[src/rtl/exp_lut_reader_pkg.sv]
// Shared definitions for the softmax exp-LUT front-end.
// Holds the fp16 field layout, LUT geometry and the status-flag bit positions
// used by exp_idx_quant and exp_lut_reader.
package exp_lut_reader_pkg;

  // fp16 layout
  localparam int unsigned FP_W     = 16;
  localparam int unsigned SIGN_BIT = 15;
  localparam int unsigned EXP_MSB  = 14;
  localparam int unsigned EXP_LSB  = 10;
  localparam int unsigned EXP_W    = 5;
  localparam int unsigned MANT_W   = 10;
  localparam int unsigned EXP_BIAS = 15;
  localparam int unsigned EXP_MAX  = 31;

  // LUT geometry
  localparam int unsigned LUT_AW = 6;
  localparam int unsigned LUT_DW = 32;

  // Status flag bit positions
  localparam int unsigned FLAG_SAT = 0;
  localparam int unsigned FLAG_POS = 1;
  localparam int unsigned FLAG_NAN = 2;
  localparam int unsigned FLAG_W   = 3;

  typedef logic [FLAG_W-1:0] flags_t;

endpackage

[src/rtl/exp_idx_quant.sv]
// Combinational fp16 -> LUT segment quantiser.
// Computes idx = floor(|x| * 2^SCALE_SH) and the next FRAC_W bits below it
// (truncated), plus saturation / positive / NaN-Inf flags.
// Ports:
//   x_i     fp16 operand
//   idx_o   segment index (0..63)
//   frac_o  sub-segment fraction, MSB-aligned
//   flags_o status flags at FLAG_SAT / FLAG_POS / FLAG_NAN
module exp_idx_quant
  import exp_lut_reader_pkg::*;
#(
  parameter int unsigned SCALE_SH = 3,
  parameter int unsigned FRAC_W   = 10
) (
  input  logic [FP_W-1:0]   x_i,
  output logic [LUT_AW-1:0] idx_o,
  output logic [FRAC_W-1:0] frac_o,
  output flags_t            flags_o
);

  // |x| = sig * 2^(e - FixFrac); FixFrac fraction bits sit below the binary point.
  localparam int unsigned FixFrac = EXP_BIAS + MANT_W;
  localparam int unsigned ProdW   = MANT_W + 1 + EXP_MAX + SCALE_SH + 1;
  localparam int unsigned WinW    = LUT_AW + FRAC_W;

  logic                sign;
  logic [EXP_W-1:0]    expo;
  logic [MANT_W-1:0]   mant;
  logic [MANT_W:0]     sig;
  logic [7:0]          shamt;
  logic [ProdW-1:0]    prod;
  logic [WinW-1:0]     win;
  logic                is_nan;
  logic                is_pos;
  logic                is_sat;

  assign sign  = x_i[SIGN_BIT];
  assign expo  = x_i[EXP_MSB:EXP_LSB];
  assign mant  = x_i[MANT_W-1:0];
  assign sig   = {expo != '0, mant};
  assign shamt = 8'(expo) + 8'(SCALE_SH);

  // sig << (e + SCALE_SH) keeps FixFrac fraction bits; the window picks the
  // LUT_AW integer bits and the top FRAC_W fraction bits.
  assign prod = ProdW'(sig) << shamt;
  assign win  = WinW'(prod >> (FixFrac - FRAC_W));

  assign is_nan = (expo == EXP_W'(EXP_MAX));
  assign is_pos = !is_nan && !sign && (x_i[SIGN_BIT-1:0] != '0);
  // e - bias + SCALE_SH >= LUT_AW means the integer part no longer fits
  assign is_sat = is_nan || (!is_pos && (shamt >= 8'(EXP_BIAS + LUT_AW)));

  always_comb begin
    idx_o  = '0;
    frac_o = '0;
    if (is_sat) begin
      idx_o  = '1;
      frac_o = '1;
    end else if (!is_pos && (expo != '0)) begin
      {idx_o, frac_o} = win;
    end
  end

  always_comb begin
    flags_o           = '0;
    flags_o[FLAG_SAT] = is_sat;
    flags_o[FLAG_POS] = is_pos;
    flags_o[FLAG_NAN] = is_nan;
  end

endmodule

[src/rtl/exp_lut_reader.sv]
// Softmax exp-unit front-end: quantises an fp16 operand to a LUT segment,
// drives the registered LUT address and captures the LUT word one cycle later.
// Two-stage valid/ready pipeline (S1: address, S2: LUT word), latency 2,
// throughput 1/cycle.
// Ports:
//   clk, reset            clock, asynchronous active-high reset
//   in_valid/in_ready     operand handshake, in_x fp16 operand
//   lut_addr/lut_data     registered LUT address, combinational LUT word
//   out_valid/out_ready   result handshake
//   out_hi/out_lo         upper / lower fp16 fields of the LUT word
//   out_frac              sub-segment fraction
//   out_sat/pos/nan       status flags
module exp_lut_reader
  import exp_lut_reader_pkg::*;
#(
  parameter int unsigned SCALE_SH = 3,
  parameter int unsigned FRAC_W   = 10
) (
  input  logic                clk,
  input  logic                reset,
  input  logic                in_valid,
  output logic                in_ready,
  input  logic [FP_W-1:0]     in_x,
  output logic [LUT_AW-1:0]   lut_addr,
  input  logic [LUT_DW-1:0]   lut_data,
  output logic                out_valid,
  input  logic                out_ready,
  output logic [LUT_DW/2-1:0] out_hi,
  output logic [LUT_DW/2-1:0] out_lo,
  output logic [FRAC_W-1:0]   out_frac,
  output logic                out_sat,
  output logic                out_pos,
  output logic                out_nan
);

  logic [LUT_AW-1:0] q_idx;
  logic [FRAC_W-1:0] q_frac;
  flags_t            q_flags;

  exp_idx_quant #(
    .SCALE_SH (SCALE_SH),
    .FRAC_W   (FRAC_W)
  ) u_quant (
    .x_i     (in_x),
    .idx_o   (q_idx),
    .frac_o  (q_frac),
    .flags_o (q_flags)
  );

  logic              s1_v_q, s1_v_d;
  logic [LUT_AW-1:0] s1_idx_q, s1_idx_d;
  logic [FRAC_W-1:0] s1_frac_q, s1_frac_d;
  flags_t            s1_flags_q, s1_flags_d;

  logic              s2_v_q, s2_v_d;
  logic [LUT_DW-1:0] s2_data_q, s2_data_d;
  logic [FRAC_W-1:0] s2_frac_q, s2_frac_d;
  flags_t            s2_flags_q, s2_flags_d;

  logic s2_adv;
  logic s1_adv;
  logic accept;

  assign s2_adv   = !s2_v_q || out_ready;
  assign s1_adv   = s1_v_q && s2_adv;
  assign in_ready = !s1_v_q || s2_adv;
  assign accept   = in_valid && in_ready;

  always_comb begin
    s1_idx_d   = s1_idx_q;
    s1_frac_d  = s1_frac_q;
    s1_flags_d = s1_flags_q;
    s2_data_d  = s2_data_q;
    s2_frac_d  = s2_frac_q;
    s2_flags_d = s2_flags_q;

    // S1 payload only changes on accept, so lut_addr holds while stalled or idle
    if (accept) begin
      s1_idx_d   = q_idx;
      s1_frac_d  = q_frac;
      s1_flags_d = q_flags;
    end
    s1_v_d = accept || (s1_v_q && !s1_adv);

    if (s1_adv) begin
      s2_data_d  = lut_data;
      s2_frac_d  = s1_frac_q;
      s2_flags_d = s1_flags_q;
    end
    s2_v_d = s1_adv || (s2_v_q && !out_ready);
  end

  always_ff @(posedge clk or posedge reset) begin
    if (reset) begin
      s1_v_q     <= 1'b0;
      s1_idx_q   <= '0;
      s1_frac_q  <= '0;
      s1_flags_q <= '0;
      s2_v_q     <= 1'b0;
      s2_data_q  <= '0;
      s2_frac_q  <= '0;
      s2_flags_q <= '0;
    end else begin
      s1_v_q     <= s1_v_d;
      s1_idx_q   <= s1_idx_d;
      s1_frac_q  <= s1_frac_d;
      s1_flags_q <= s1_flags_d;
      s2_v_q     <= s2_v_d;
      s2_data_q  <= s2_data_d;
      s2_frac_q  <= s2_frac_d;
      s2_flags_q <= s2_flags_d;
    end
  end

  assign lut_addr  = s1_idx_q;
  assign out_valid = s2_v_q;
  assign out_hi    = s2_data_q[LUT_DW-1:LUT_DW/2];
  assign out_lo    = s2_data_q[LUT_DW/2-1:0];
  assign out_frac  = s2_frac_q;
  assign out_sat   = s2_flags_q[FLAG_SAT];
  assign out_pos   = s2_flags_q[FLAG_POS];
  assign out_nan   = s2_flags_q[FLAG_NAN];

endmodule

[config.mk]
export PLATFORM = sky130hd
export DESIGN_NAME = exp_lut_reader
export DESIGN_NICKNAME = d
export VERILOG_FILES = /design/src/rtl/exp_lut_reader_pkg.sv /design/src/rtl/exp_idx_quant.sv /design/src/rtl/exp_lut_reader.sv
export SDC_FILE = /design/constraint.sdc
export NUM_CORES = 1
export LEC_CHECK = 0
export ABC_AREA = 1
export CORE_ASPECT_RATIO = 1.5
export CORE_MARGIN = 2
export CORE_UTILIZATION = 30
export CTS_CLUSTER_DIAMETER = 30
export DETAILED_ROUTE_END_ITERATION = 12
export HOLD_SLACK_MARGIN = 0.1
export RECOVER_POWER = 25
export SLEW_MARGIN = 10
export SYNTH_ARGS = -nofsm -noshare
export SYNTH_HDL_FRONTEND = slang
export SYNTH_SLANG_ARGS = --single-unit
[constraint.sdc]
create_clock -name clk -period 4.2 [get_ports clk]
set_clock_uncertainty 0.2 [all_clocks]
set_input_delay 0.84 -clock clk [delete_from_list [all_inputs] [get_ports clk]]
set_output_delay 0.84 -clock clk [all_outputs]
set_load 0.03 [all_outputs]
# After elaboration in Yosys (flattened, before gate mapping)
# Cells that the tools add are included.
[classes]
addsub = 1
mul = 0
n_div = 0
n_lt_le_gt_ge = 1
eq_ne = 1
n_shift = 1
mux = 4
n_bitwise = 0
n_reduce_logical = 22
[ops]
columns = ["op", "n"]
rows = [
  ["$shl A11 B8 Y31", 1],
  ["$mux W10", 2],
  ["$reduce_bool A15 Y1", 1],
  ["$mux W6", 2],
  ["$ge A8 B5 Y1 const B", 1],
  ["$logic_and A1 B1 Y1", 8],
  ["$logic_not A1 Y1", 7],
  ["$add A5 B2 Y6 const B", 1],
  ["$eq A5 B5 Y1 const B", 1],
  ["$logic_or A1 B1 Y1", 5],
  ["$reduce_bool A5 Y1", 1],
]
[word_totals]
register_bits = 66
latchBits = 0
ram_bits = 0
rom_bits = 0
output_inout_bits = 53
wordCells = 38
memories = 0

# Logic depth before layout (Yosys ltp)
# Gate-level depths: netlist of run 1.
[depth]
word_depth = 8
mapped_depth = 14
depth_no_buf = 12

# Hierarchy
# From an unflattened synthesis of run 1, not the netlist that was laid out.
[unflattened]
hier_cells = 546
area_unflattened_um2 = 3925.0
[modules_own_cells]
columns = ["mod", "instances", "cells_per_inst", "area_each_um2", "seq_area_each_um2"]
rows = [
  ["exp_lut_reader", 1, 287, 2687.6, 1651.6],
  ["exp_idx_quant", 1, 259, 1237.4, 0.0],
]

# Worst setup path before layout of run 1
# No wires, ideal clock.
[synth_timing]
kind = "input-to-reg"
from = "in in_x[10]"
to = "reg s1_frac_q[2]"
setup_ns = 0.117
t_arrival_ns = 2.176
path_slack_ns = 1.707
cell_stages = 11
n_path_buf = 2
path_cell_list = "inv_2 > buf_2 > ha_1 > clkbuf_1 > nand3_1 > nand3_1 > nand3_1 > nand2_1 > nor2_1 > nor2_1 > nor2_1"
[synth_between]
elab_chain_len = 8
[synth_lines]
columns = ["element", "line", "source"]
rows = [
  ["start: declaration", "exp_lut_reader.sv:23", "input logic [FP_W-1:0] in_x,"],
  ["parallel branches: the longest is 7 deep, another holds $ge A8 B5 Y1", "-", ""],
  ["$mux W10 *", "exp_idx_quant.sv:56", "if (is_sat) begin"],
  ["end signal: assignment", "exp_lut_reader.sv:106", "s1_frac_q <= s1_frac_d;"],
  ["end: declaration", "exp_lut_reader.sv:52", "logic [FRAC_W-1:0] s1_frac_q, s1_frac_d;"],
]
# Every way passes the cells marked *.
# A chain may end at the register's enable or synchronous reset.

# Final worst setup path of run 1
[layout_timing]
from = "in out_ready"
to = "out in_ready"
[layout_between]
elab_chain_len = 2
[layout_lines]
columns = ["element", "line", "source"]
rows = [
  ["start: declaration", "exp_lut_reader.sv:27", "input logic out_ready,"],
  ["$logic_or A1 B1 Y1", "exp_lut_reader.sv:64", "assign s2_adv = !s2_v_q || out_ready;"],
  ["$logic_or A1 B1 Y1", "exp_lut_reader.sv:66", "assign in_ready = !s1_v_q || s2_adv;"],
  ["end: declaration", "exp_lut_reader.sv:22", "output logic in_ready,"],
]
# Every way passes these cells.

==> results of run 1 <==
cell families after synthesis:
logic type      count (synthesis)  synth area share, %
simple gates                  244                 28.8
mux                            43                 13.3
buf+inv                        45                 5.78
fa+ha+maj                       5                 1.72
flops                          66                 45.4
compound gates                 26                 4.99
layer usage:
| metal | vias up | track usage [%] |
|---|---|---|
| met5 | - | 0 |
| met1 | 1473 | 16.9 |
| li1 | 1597 | - |
| met4 | 0 | 5.57 |
| met2 | 110 | 25.1 |
| met3 | 15 | 3.21 |
layout by cell type (no fill, tap or decap), types with 2 or more instances in the layout:
cell and instances:
nand2_1 119, mux2_2 43, nand4_1 3, clkdlybuf4s50_1 102, clkbuf_16 9, dlygate4sd3_1 2
nand2_2 10, clkbuf_1 3, nand3_1 65, a21oi_2 10, a21oi_1 6, inv_2 6
o21ai_0 7, clkinv_2 3, dfrtp_1 66, clkbuf_8 2, nor2_1 43, inv_1 22
ha_1 5
flip-flops by register name, summed over array words and instances (netlist names):
register,count
lut_addr,6
out_frac,10
out_valid,1
s1_flags_q,3
s1_frac_q,10
s1_v_q,1
s2_data_q,32
s2_flags_q,3
through the flow:
stage / setup WS, ns / power (W)
2_1_floorplan: 1.51 / 0.00149
3_3_place_gp: 0.694 / 0.00189
3_5_place_dp: 0.650 / 0.00191
4_1_cts: 0.976 / 0.00258
5_1_grt: 0.674 / 0.00269
6_report: 0.936 / 0.00254
worst reg2reg max path: cells and delay by family, from the launching register on:
| family | cells | cell delay (ns) |
|---|---|---|
| simple gates | 2 | 0.85 |
| mux | 1 | 0.44 |
| flops | 1 | 0.36 |
power by group through the flow:
stage	Combinational, W	Clock (W)	Sequential, W
3_5_place_dp	0.00102	0	0.000886
5_1_grt	0.00108	0.000713	0.000893
3_3_place_gp	0.00101	0	0.000875
6_report	0.00101	0.000660	0.000873
2_1_floorplan	0.000343	0	0.00115
4_1_cts	0.00102	0.000678	0.000876
worst paths after layout:
path                          startpoint             to  slack (ns)  cells past startpoint
setup / recovery               out_ready       in_ready        0.94                      4
hold / removal             s2_flags_q[2]  s2_flags_q[2]        0.28                      2
setup reg to reg               out_valid   s2_data_q[7]        2.24                      3
hold reg to reg            s2_flags_q[2]  s2_flags_q[2]        0.28                      2
max in group asynchronous          reset  s2_data_q[24]        1.26                      3
min in group asynchronous          reset   s2_data_q[1]        0.89                      2
area by class of cell:
cell class	instances	area, µm²	share of cell area [%]
clock buffer	12	256	5.08
timing repair buffer	107	1060	20.9
multi-input combinational	318	1780	35.2
sequential	66	1650	32.7
tap	153	191	3.79
clock inverter	3	15.0	0.297
inverter	28	105	2.08
==> flow_summary.yaml, run 1 <==
worst_setup_path:
  cpPeakStageDelay_ns: 0.70
  cp.required_ns: 3.16
  cp_slowest_cell: "clkdlybuf4s50_1"
  critPathTopFamily: "buffers and inverters"
  cp_cell_sequence: "dlygate4sd3_1 > inv_1 > nand3_1 > clkdlybuf4s50_1"
  crit_fanout: 3
  startpoint_type: "primary input"
  arrival_ns: 2.22
  cp-end-kind: "output port"
  criticalPathCategory: "in -> out"
  critPathBufInv: 3
synthesis:
  synth_edf_count: 0
  netlist_top_cells_count: "nand2_1 (120), dfrtp_1 (66), nand3_1 (65)"
  syn_nets: 486
  ys_ff_latch: 66
  synth_top_area_cell: "dfrtp_1"
  synth.most_common_cell: "nand2_1"
  synthCells: 429
  synth_area_um2: 3640
  yosys.cell_types.count: 24
  async_flop_share_pct: 100
  synth_top_cell_area_share_pct: 45.4
  ys_seq_area_share_pct: 45.4
  synth_ff_type: "dfrtp_1"
  synth_warnings: 0
  synth.avg_cell_area_um2: 8.48
  netlist_top_cells_area: "dfrtp_1 (45%), mux2_2 (13%), nand2_1 (12%)"
layout:
  areaGrowthSynthToFinish_pct: 39.0
  antenna_cells: 0
  drive_gt1_share_pct: 16.7
  fin_util_pct: 42.5
  fill_cells: 1195
  fin_nets: 587
  fin_cells: 687
  postLayoutCellArea_um2: 5050
routing:
  vias_per_cell: 4.65
  drt-pass1-iter-count: 4
  wl_mm: 9.14
  via_count: 3195
  wire_per_inst_um: 13.3
  wl_met1_mm: 3.65
  wl_met2_mm: 4.75
  routed.top_layer: "met4"
  wl_met3_um: 564
  drt_iter0_drc: 128
  drc_errors: 0
  ant_nets: 0
floorplanning:
  coreArea_um2: 11900
  die_area_um2: 13000
  die_y_um: 139
  pin_count: 105
  start_util_pct: 30.6
  fp-row-count: 49
  die_w_um: 93.9
global_routing:
  grt.overflow.total: 0
  grt_pass1_vias: 3176
  grt_max_degree: 48
  grt_usage_pct: 14.4
  grt_pass1_wl_mm: 15.1
  antenna_found_initial: 0
placement:
  place.gp.congestion: 0.823
  port_buffers: 104
  place_area_um2: 4790
  dp_cells: 672
  hpwl_mm: 7.30
pwr:
  power.leakage_nw: 2.27
  swShare_pct: 34.6
  switchingPower_w: 0.000880
  seqPwrFrac_pct: 34.3
  internal_power_w: 0.00166
  peakVddDrop_uv: 217
  clockPowerShare_pct: 26.0
  comb_power_share_pct: 39.7
  powerDensity_nw_per_um2: 503
clock_network:
  cts_setup_buffers: 0
  htreeDepth: 3
  cts_buffer_depth: 2
  cts_tree: "done"
  cts.hold.buffers_added: 0
  cts_resized: 0
  insertion_delay_ns: 0.32
  cts-root-buf: "clkbuf_16"
  cts_buffers: 9
  clock_sinks: 66
  clk_pin_slew_ns: 0.05
worst_hold_path:
  worstHoldPathType: "reg -> reg"
timing:
  relSlewSlack_pct: 14.0
  finalSetupViolCount: 0
  rsz0062_at_grt: "no"
  whs_ns: 0.282
  fmax_ghz: 0.306
  final_max_slew_viol_count: 0
  tightest_slew_ns: 1.29
  period_share_pct: 77.7
  hold_viol_final: 0
  setup-tns-final_ns: 0
  min_period_ns: 3.26
job:
  cap_viol_max_count: 0
outcome:
  run_status: "completed"
Power figures use the tool's default switching activity.
==> inputs of run 2 (changes only) <==
==> constraint.sdc (replaced) <==
create_clock -name clk -period 3.4 [get_ports clk]
set_clock_uncertainty 0.2 [all_clocks]
set_input_delay 0.68 -clock clk [delete_from_list [all_inputs] [get_ports clk]]
set_output_delay 0.68 -clock clk [all_outputs]
set_load 0.03 [all_outputs]
==> run 2 against run 1 <==
  * Core utilization is 0.53 points higher
  * Flip-flop and latch count stayed put
  * Via count is 1.3% lower
  * Die area stayed put
  * Count of clock-buffer cells in the layout is 1 higher
  * Global-route usage is 0.26 points lower
  * Final area is 1.2% higher
  * Highest routed layer unchanged
  * Final cell count is 0.29% higher
  * Clock power is 40% higher
  * First-iteration DRC count is 13% lower
  * Critical path depth stayed put
  * Routed wire length is 1.8% lower
==> flow_summary.yaml, run 2 (synthesis gave the netlist of run 1 again) <==
outcome:
  run_status: "completed"
layout:
  fill_cells: 1183
  largest_register_ffs: 32
  final_common_cell: "nand2_1"
  fin_nets: 589
  top_register: "s2_data_q"
  final_cell_mix: "nand2_1 (120), clkdlybuf4s50_1 (102), dfrtp_1 (66)"
  antenna_cells: 0
  drive_gt1_share_pct: 17.0
  areaGrowthSynthToFinish_pct: 40.7
  fin_util_pct: 43.0
pwr:
  switchingPower_w: 0.00110
  comb_power_share_pct: 38.4
  powerDensity_nw_per_um2: 637
  peakVddDrop_uv: 272
  clockPowerShare_pct: 28.5
  power.leakage_nw: 2.30
  swShare_pct: 33.8
  seqPwrFrac_pct: 33.1
  internal_power_w: 0.00216
placement:
  hpwl_mm: 7.27
  port_buffers: 104
  place.gp.congestion: 0.882
floorplanning:
  die_area_um2: 13000
  pin_count: 105
  fp-row-count: 49
  coreArea_um2: 11900
  die_w_um: 93.9
  start_util_pct: 30.6
  die_y_um: 139
worst_setup_path:
  cp.required_ns: 2.52
  cp-end-kind: "output port"
  reg2reg_slack_ns: 1.48
  arrival_ns: 2.05
  cp_cell_sequence: "dlygate4sd3_1 > inv_1 > nand3_1 > clkdlybuf4s50_1"
  criticalPathCategory: "in -> out"
  cp_slowest_cell: "clkdlybuf4s50_1"
  startpoint_type: "primary input"
  critPathTopFamily: "buffers and inverters"
  cpPeakStageDelay_ns: 0.70
  critPathBufInv: 3
  crit_fanout: 3
clock_network:
  clock_sinks: 66
  insertion_delay_ns: 0.32
  cts-root-buf: "clkbuf_16"
  cts_buffer_depth: 2
  htreeDepth: 3
  clk_pin_slew_ns: 0.05
  cts_buffers: 9
  cts_resized: 0
  cts.hold.buffers_added: 0
  cts_setup_buffers: 0
  cts_tree: "done"
timing:
  tightest_slew_ns: 1.29
  setup-tns-final_ns: 0
  final_max_slew_viol_count: 0
  hold_viol_final: 0
  finalSetupViolCount: 0
  period_share_pct: 86.3
  fmax_ghz: 0.341
  rsz0062_at_grt: "no"
  min_period_ns: 2.93
  relSlewSlack_pct: 14.0
global_routing:
  grt_usage_pct: 14.1
  grt_pass1_wl_mm: 14.9
  grt.overflow.total: 0
  antenna_found_initial: 0
  grt_max_degree: 37
  grt_pass1_vias: 3178
worst_hold_path:
  worstHoldPathType: "reg -> reg"
routing:
  drc_errors: 0
  drt-pass1-iter-count: 4
  vias_per_cell: 4.57
  via_count: 3152
  wire_per_inst_um: 13.0
  drt_iter0_drc: 111
  wl_mm: 8.97
  ant_nets: 0
job:
  cap_viol_max_count: 0
-- run 2: per-stage QoR --
| stage | power (W) | instances | instance area (µm²) | worst slack (ns) | hold slack (ns) |
|---|---|---|---|---|---|
| 2_1_floorplan | 0.00185 | 429 | 3640 | 0.865 | 0.249 |
| 5_1_grt | 0.00343 | 689 | 5110 | 0.390 | 0.310 |
| 6_report | 0.00326 | 689 | 5110 | 0.466 | 0.287 |
| 3_3_place_gp | 0.00234 | 674 | 4820 | 0.351 | 0.276 |
| 4_1_cts | 0.00329 | 689 | 5120 | 0.541 | 0.291 |
| 3_5_place_dp | 0.00236 | 674 | 4820 | 0.314 | 0.278 |
-- run 2: path summary, 6_finish.rpt --
kind / start / endpoint / cells after the start
min reg2reg: s2_flags_q[2] / s2_flags_q[2] / 2
min: s2_flags_q[2] / s2_flags_q[2] / 2
max in group asynchronous: reset / s2_data_q[15] / 3
max: out_ready / in_ready / 4
max reg2reg: out_valid / s2_data_q[0] / 4
min in group asynchronous: reset / out_frac[0] / 2
-- run 2: area by class of cell --
class	count	area [µm²]	share of cell area, %
inverters	28	105	2.05
flip-flops and latches	66	1650	32.3
well taps	153	191	3.74
multi-input cells	318	1770	34.7
repair buffers	109	1090	21.3
clock buffers	13	270	5.28
clock inverters	2	35.0	0.685
-- run 2: tightest hold or removal path, cell delays in order, from the launching register on --
cell	delay [ns]
dfrtp_1	0.34
nand2_1	0.05
o21ai_0	0.06
-- run 2: power by group through the flow --
stage	clock, W	sequential [W]	combinational (W)
4_1_cts	0.000945	0.00108	0.00127
3_3_place_gp	0	0.00108	0.00125
6_report	0.000927	0.00108	0.00125
5_1_grt	0.000983	0.00110	0.00134
2_1_floorplan	0	0.00142	0.000423
3_5_place_dp	0	0.00109	0.00127
-- run 2: metal layers --
layer | vias to the layer above | part of all wire, % | global-route usage (%)
li1 | 1601 | - | -
met1 | 1429 | 41 | 16.2
met2 | 102 | 51 | 24.7
met3 | 20 | 5.6 | 2.72
met4 | 0 | 2.9 | 6.64
met5 | - | 0 | 0
